**src/rtl/moore_seq_gen_if.sv**
```systemverilog
// Control/status bundle of the serial pattern transmitter.
// The master drives the request side; the slave is the transmitter itself.
interface moore_seq_gen_if #(
    parameter int PAT_W = 4,
    parameter int RPT_W = 4
);
    logic             start;
    logic             abort;
    logic [PAT_W-1:0] pat_in;
    logic [RPT_W-1:0] rpt_in;
    logic             out;
    logic             busy;
    logic             done;
    logic [2:0]       present_state;

    modport master (
        output start, abort, pat_in, rpt_in,
        input  out, busy, done, present_state
    );

    modport slave (
        input  start, abort, pat_in, rpt_in,
        output out, busy, done, present_state
    );
endinterface

```
**src/rtl/moore_seq_gen.sv**
```systemverilog
// Serial pattern transmitter: latches a pattern on start and shifts it out
// MSB-first on a registered line, rpt times, with optional idle gaps between.
module moore_seq_gen #(
    parameter int   PAT_W    = 4,
    parameter int   RPT_W    = 4,
    parameter int   GAP_CYC  = 0,
    parameter logic IDLE_BIT = 1'b0
) (
    input logic             clk,
    input logic             rst,
    moore_seq_gen_if.slave  bus
);
    localparam int BIT_W = $clog2(PAT_W);
    localparam int GAP_W = (GAP_CYC > 1) ? $clog2(GAP_CYC) : 1;
    localparam logic [BIT_W-1:0] BIT_LAST = BIT_W'(PAT_W - 1);
    localparam logic [GAP_W-1:0] GAP_LAST = GAP_W'((GAP_CYC > 0) ? GAP_CYC - 1 : 0);

    typedef enum logic [2:0] {
        S_IDLE = 3'd0,
        S_SEND = 3'd1,
        S_GAP  = 3'd2,
        S_DONE = 3'd3
    } state_t;

    state_t           state;
    logic [PAT_W-1:0] pat_q;
    logic [PAT_W-1:0] shreg;
    logic [BIT_W-1:0] bitcnt;
    logic [RPT_W-1:0] rep;
    logic [GAP_W-1:0] gapcnt;
    logic             out_q;
    logic             busy_q;
    logic             done_q;

    assign bus.out           = out_q;
    assign bus.busy          = busy_q;
    assign bus.done          = done_q;
    assign bus.present_state = state;

    // NOTE: every register here is state, so only non-blocking assignments;
    // the pattern copy is a small register, not a memory, so it is reset too.
    always_ff @(posedge clk or negedge rst) begin
        if (!rst) begin
            state  <= S_IDLE;
            pat_q  <= '0;
            shreg  <= '0;
            bitcnt <= '0;
            rep    <= '0;
            gapcnt <= '0;
            out_q  <= IDLE_BIT;
            busy_q <= 1'b0;
            done_q <= 1'b0;
        end else begin
            done_q <= 1'b0;
            case (state)
                S_IDLE: begin
                    if (bus.start) begin
                        state  <= S_SEND;
                        pat_q  <= bus.pat_in;
                        shreg  <= bus.pat_in;
                        rep    <= (bus.rpt_in == '0) ? RPT_W'(1) : bus.rpt_in;
                        bitcnt <= '0;
                        out_q  <= bus.pat_in[PAT_W-1];
                        busy_q <= 1'b1;
                    end
                end

                S_SEND: begin
                    if (bus.abort) begin
                        state  <= S_IDLE;
                        out_q  <= IDLE_BIT;
                        busy_q <= 1'b0;
                    end else if (bitcnt != BIT_LAST) begin
                        // shreg MSB is the bit currently on the line
                        bitcnt <= bitcnt + BIT_W'(1);
                        shreg  <= shreg << 1;
                        out_q  <= shreg[PAT_W-2];
                    end else if (rep == RPT_W'(1)) begin
                        state  <= S_DONE;
                        bitcnt <= '0;
                        out_q  <= IDLE_BIT;
                        busy_q <= 1'b0;
                        done_q <= 1'b1;
                    end else begin
                        rep    <= rep - RPT_W'(1);
                        bitcnt <= '0;
                        if (GAP_CYC == 0) begin
                            shreg <= pat_q;
                            out_q <= pat_q[PAT_W-1];
                        end else begin
                            state  <= S_GAP;
                            gapcnt <= '0;
                            out_q  <= IDLE_BIT;
                        end
                    end
                end

                S_GAP: begin
                    if (bus.abort) begin
                        state  <= S_IDLE;
                        gapcnt <= '0;
                        out_q  <= IDLE_BIT;
                        busy_q <= 1'b0;
                    end else if (gapcnt == GAP_LAST) begin
                        state  <= S_SEND;
                        gapcnt <= '0;
                        shreg  <= pat_q;
                        out_q  <= pat_q[PAT_W-1];
                    end else begin
                        gapcnt <= gapcnt + GAP_W'(1);
                    end
                end

                S_DONE: begin
                    state  <= S_IDLE;
                    out_q  <= IDLE_BIT;
                    busy_q <= 1'b0;
                end

                default: begin
                    state  <= S_IDLE;
                    out_q  <= IDLE_BIT;
                    busy_q <= 1'b0;
                end
            endcase
        end
    end
endmodule

```
**src/flat_wrapper.sv**
```systemverilog
// flat-port wrapper written by rule: the top's interface ports become plain ports
module moore_seq_gen_flat 
#(
    parameter int   PAT_W    = 4,
    parameter int   RPT_W    = 4,
    parameter int   GAP_CYC  = 0,
    parameter logic IDLE_BIT = 1'b0
)
  (clk, rst, bus_start, bus_abort, bus_pat_in, bus_rpt_in, bus_out, bus_busy, bus_done, bus_present_state);
  moore_seq_gen_if #(.PAT_W(PAT_W), .RPT_W(RPT_W)) bus_i ();
  input logic clk;
  input logic rst;
  input wire logic [$bits(bus_i.start)-1:0] bus_start;
  input wire logic [$bits(bus_i.abort)-1:0] bus_abort;
  input wire logic [$bits(bus_i.pat_in)-1:0] bus_pat_in;
  input wire logic [$bits(bus_i.rpt_in)-1:0] bus_rpt_in;
  output wire logic [$bits(bus_i.out)-1:0] bus_out;
  output wire logic [$bits(bus_i.busy)-1:0] bus_busy;
  output wire logic [$bits(bus_i.done)-1:0] bus_done;
  output wire logic [$bits(bus_i.present_state)-1:0] bus_present_state;
  assign bus_i.start = bus_start;
  assign bus_i.abort = bus_abort;
  assign bus_i.pat_in = bus_pat_in;
  assign bus_i.rpt_in = bus_rpt_in;
  assign bus_out = bus_i.out;
  assign bus_busy = bus_i.busy;
  assign bus_done = bus_i.done;
  assign bus_present_state = bus_i.present_state;
  moore_seq_gen #(.PAT_W(PAT_W), .RPT_W(RPT_W), .GAP_CYC(GAP_CYC), .IDLE_BIT(IDLE_BIT)) u_core (.clk(clk), .rst(rst), .bus(bus_i));
endmodule
```
**config.mk**
```make
export PLATFORM = sky130hd
export DESIGN_NAME = moore_seq_gen_flat
export DESIGN_NICKNAME = d
export VERILOG_FILES = /design/src/rtl/moore_seq_gen_if.sv /design/src/rtl/moore_seq_gen.sv /design/src/flat_wrapper.sv
export SDC_FILE = /design/constraint.sdc
export NUM_CORES = 1
export LEC_CHECK = 0
export CORE_ASPECT_RATIO = 0.75
export CORE_MARGIN = 1
export CORE_UTILIZATION = 50
export CTS_BUF_LIST = sky130_fd_sc_hd__clkbuf_8
export CTS_CLUSTER_DIAMETER = 80
export DETAILED_ROUTE_END_ITERATION = 10
export PLACE_DENSITY = 0.75
export SLEW_MARGIN = 10
export SYNTH_ARGS = -nofsm -noshare
export SYNTH_HDL_FRONTEND = slang
export SYNTH_SLANG_ARGS = --single-unit
```
**constraint.sdc**
```tcl
create_clock -name clk -period 2.2 [get_ports clk]
set_input_delay 0.44 -clock clk [delete_from_list [all_inputs] [get_ports clk]]
set_output_delay 0.44 -clock clk [all_outputs]
set_load 0.01 [all_outputs]
```
== Word-level counts from Yosys, hierarchy flattened ==
Cells that the tools add are included.
Operators by class
  reductions and logical operators: 11
  add/subtract/negate cells: 3
  equality and inequality tests: 15
  mux-type cells: 43
Operators with widths (number)
  $mux 3: 12
  $mux 4: 5
  $pmux 3 s3: 2
  $mux 1: 17
  $ne 2x2->1 const B: 8
  $pmux 4 s2: 1
  $reduce_and 4->1: 2
  $mux 2: 3
  $ne 3x2->1 const B: 2
  $ne 3x3->1 const B: 2
  $pmux 1 s3: 2
  $reduce_and 6->1: 1
  $reduce_and 5->1: 1
  $eq 4x1->1 const B: 1
  $logic_not 4->1: 1
  $pmux 2 s2: 1
  $reduce_and 2->1: 2
  $sub 4x1->4 const B: 1
  $eq 3x1->1 const B: 1
  $eq 3x2->1 const B: 1
  $logic_not 3->1: 1
  $reduce_and 3->1: 1
  $reduce_bool 3->1: 1
  $add 2x1->2 const B: 1
  other kinds (2): 2
Word-level totals
  bits in registers: 20
  word-level logic and storage cells: 81

== Longest topological paths before layout ==
  word-level depth: 5
  gate-level depth with buffers: 7

== Worst setup path after synthesis ==
Ideal clock, no wire load.
  path type: register -> register
  start: reg u_core.state[0] (netlist: u_core.bus.present_state[0])
  end: reg u_core.busy_q (netlist: u_core.bus.busy)
  path slack: 0.475 ns
  setup time: 0.125 ns
  data required time: 2.075 ns
  clock period less this slack: 1.725 ns
  arrival time: 1.600 ns
  cell stages (with the launch flop): 7
  cells stage by stage: dfrtp_1 > inv_1 > ha_1 > or2b_1 > o211ai_2 > a21oi_2 > mux2_4
Between the ends
  longest elaborated chain between the ends: 3
RTL lines
  start, declared: line moore_seq_gen.sv:25  | state_t state;
  start signal, assigned: line moore_seq_gen.sv:44  | state <= S_IDLE;
  start signal, assigned: line moore_seq_gen.sv:58  | state <= S_SEND;
  start signal, assigned: line moore_seq_gen.sv:70  | state <= S_IDLE;
  $eq 3x1->1 (tied with other cells): line moore_seq_gen.sv:55  | case (state)
  $ne 3x3->1 (no line) (tied with other cells)
  $reduce_and 4->1 (no line)
  end signal, assigned: line moore_seq_gen.sv:51  | busy_q <= 1'b0;
  end signal, assigned: line moore_seq_gen.sv:64  | busy_q <= 1'b1;
  end signal, assigned: line moore_seq_gen.sv:72  | busy_q <= 1'b0;
  end, declared: line moore_seq_gen.sv:32  | logic busy_q;
Parallel ways exist; a longest one is shown, timed or not.
A chain may end at the register's enable or synchronous reset.

== Final worst setup path ==
  start: reg u_core.state[1] (netlist: u_core.bus.present_state[1])
  end: reg u_core.state[0] (netlist: u_core.bus.present_state[0])
Between the ends
  longest elaborated chain between the ends: 3
RTL lines (line)
  $eq 3x2->1 (tied with other cells): moore_seq_gen.sv:55
  $ne 3x3->1 (no line) (tied with other cells)
  $reduce_and 4->1 (no line)
Parallel ways exist; a longest one is shown, timed or not.

==> impl_metrics.toml <==
[status]
status = "finished, final reports clean"

[floorplanning]
dieArea_um2 = 2490
die_y_um = 43.5
rows = 14
chipWidth_um = 57.3
core-area_um2 = 2080
initial_core_util_pct = 55.0
ios = 18

[yosys]
synth-seq-cells = 18
synthesis.area_um2 = 1150
synth_xor_area_share_pct = 0
ys_warn_count = 0
synth_mux_area_share_pct = 10.9
synth_edf_count = 0
ys_types = 38
synthFlopType = "dfrtp_1"
synth_top_family_by_area = "compound AO/OA/AOI/OAI gates"
syn_area_per_cell_um2 = 10.1
syn_nets = 133
seq_area_frac_synth_pct = 39.3
synthSimpleGateAreaFrac_pct = 14.1
asyncSetResetFlopFracSynth_pct = 100
synth-compound-area-share_pct = 23.0
syn_inst = 114
yosys.area_share.adder_pct = 7.64

[critical_path]
critical-path-max-stage-delay_ns = 0.44
critPathSlowestCell = "or3b_1"
cp-startpoint = "u_core.bus.present_state[1]"
path_buf_inv = 1
worstSetupEndpointType = "flop"
crit_type = "flop to flop"
cp_cell_sequence = "inv_1 > ha_1 > or3b_1 > o211ai_2 > mux2_2"
rr_startpoint = "u_core.bus.present_state[1]"
crit_family = "simple AND/OR/NAND/NOR gates"
arrival_ns = 2.08
crit_fanout = 11
crit_required_ns = 2.34
start_kind = "flop"

[cts]
htree_levels = 1
clk_latency_ns = 0.25
cts_tree = "yes"
clkTransAtPathRegs_ns = 0.06
cts_root_buf = "clkbuf_8"
clock-sinks = 18
cts_resized = 0
numCtsBuffers = 3
cts_setup_buffers = 0
clk_path_buf_depth = 2
hold_buffers = 0

[global_route]
grt_max_degree = 19
grt_pass1_vias = 896
grt_pass1_wl_mm = 4.05
overflow = 0
groute.usage.overall_pct = 22.3
antenna_found_initial = 0

[sta]
rsz0062_at_grt = "no"
clock_skew_ns = 0.00258
worstMarginPinSlew_ns = 0.491
fin_setup_tns_ns = 0
fmax_mhz = 516
slew_headroom_pct = 66.3
min_period_over_period_pct = 88.1
final_max_slew_viol_count = 0
final_hold_viol_count = 0
fin_crit_ns = 1.94
setup_viol = 0

[finish]
fin_util_pct = 66.5
layout-drive-gt1-share_pct = 15.8
fillers = 166
area_delta_synth_final_pct = 21.0
mostFrequentLayoutCell = "dfrtp_1"
diodes = 0
nets = 153
mostFrequentLayoutCells = "18 x dfrtp_1, 16 x clkdlybuf4s50_1, 9 x inv_1"

[power]
power.density_nw_per_um2 = 1280
vdd_drop_max_mv = 0.712
p_total_w = 0.00178
leakagePower_nw = 0.614

[place]
port-buffer-count = 16
gp_congestion = 0.863
hpwl_mm = 1.84

[routing]
first_pass_iters = 7
drt-initial-drc-count = 25
dr_total_vias = 956
ant_nets = 0
viasPerCell = 6.09
drc_errors = 0
wl_mm = 2.40
wl_per_cell_um = 15.3

[min_path]
hold_path_class = "primary input to async pin"

[run]
max_cap_viol_count = 0
==> stage by stage <==
step	cells	worst slack (ns)	instance area (um2)	hold WS, ns
2_1_floorplan	114	0.475	1150	0.144
3_3_place_gp	153	0.203	1330	0.495
6_report	157	0.262	1390	0.510
4_1_cts	157	0.270	1390	0.510
3_5_place_dp	153	0.125	1330	0.500
5_1_grt	157	0.0809	1390	0.534
==> state kept, by name (all words and copies together) (netlist names) <==
name	flops
u_core.bus.busy	1
u_core.bus.done	1
u_core.bitcnt	2
u_core.bus.present_state	2
u_core.pat_q	4
u_core.bus.out	1
u_core.shreg	3
u_core.rep	4
==> layout make-up <==
type / count / area (um2) / share of cell area, %
clock buffers: 4 / 55.1 / 3.97
flip-flops and latches: 18 / 450 / 32.5
well taps: 24 / 30.0 / 2.17
inverters: 9 / 33.8 / 2.44
repair buffers: 18 / 175 / 12.6
multi-input cells: 84 / 642 / 46.3
==> cell usage after synthesis (all sizes together) (2+ instances only) <==
| cell type | instances | area, um2 |
|---|---|---|
| nand3 | 2 | 10.0 |
| mux2i | 2 | 20.0 |
| a22oi | 2 | 15.0 |
| o31ai | 3 | 22.5 |
| nor2 | 8 | 30.0 |
| o211ai | 3 | 37.5 |
| ha | 7 | 87.6 |
| a31oi | 3 | 18.8 |
| nor3 | 3 | 15.0 |
| o21ai | 3 | 15.0 |
| buf | 3 | 20.0 |
| inv | 9 | 33.8 |
| a21oi | 7 | 38.8 |
| nand2 | 7 | 26.3 |
| a21o | 4 | 37.5 |
| nand2b | 4 | 25.0 |
| dfrtp | 18 | 450 |
| mux2 | 9 | 105 |
| or3 | 2 | 12.5 |
==> final timing paths <==
check | to | slack, ns | depth (start not counted)
min in group clk | u_core.pat_q[0] | 0.51 | 1
max in group asynchronous | u_core.pat_q[1] | 1.49 | 2
worst min-delay path | u_core.rep[2] | 0.51 | 2
worst max register to register | u_core.bus.present_state[0] | 0.26 | 5
worst max-delay path | u_core.bus.present_state[0] | 0.26 | 5
worst min register to register | u_core.pat_q[0] | 0.51 | 1
==> cell families after synthesis <==
| group | Yosys count |
|---|---|
| AND/OR/NAND/NOR | 31 |
| adder cells (fa/ha/maj) | 7 |
| AO/OA/AOI/OAI | 34 |
| multiplexers | 11 |
| other | 1 |
| buffers and inverters | 12 |
| flip-flops | 18 |
==> worst reg2reg max path: stages (launching register included) <==
cell and delay [ns]:
dfrtp_1 0.43, inv_1 0.10, ha_1 0.35, or3b_1 0.44
o211ai_2 0.13, mux2_2 0.37
==> metal layers <==
metal / global-route usage [%] / vias up / share of wire, %
li1: - / 458 / -
met1: 29.6 / 470 / 48
met2: 35.5 / 26 / 46
met3: 7.16 / 2 / 4.8
met4: 5.85 / 0 / 0.79
met5: 0 / - / 0
==> power by group <==
group	switching [W]	leakage, nW	total [W]	internal, W
Sequential	0.000120	0.216	0.000597	0.000476
Combinational	0.000451	0.369	0.000918	0.000467
Clock	0.000106	0.0288	0.000265	0.000159
No activity file was read; power rests on OpenSTA's default activity.
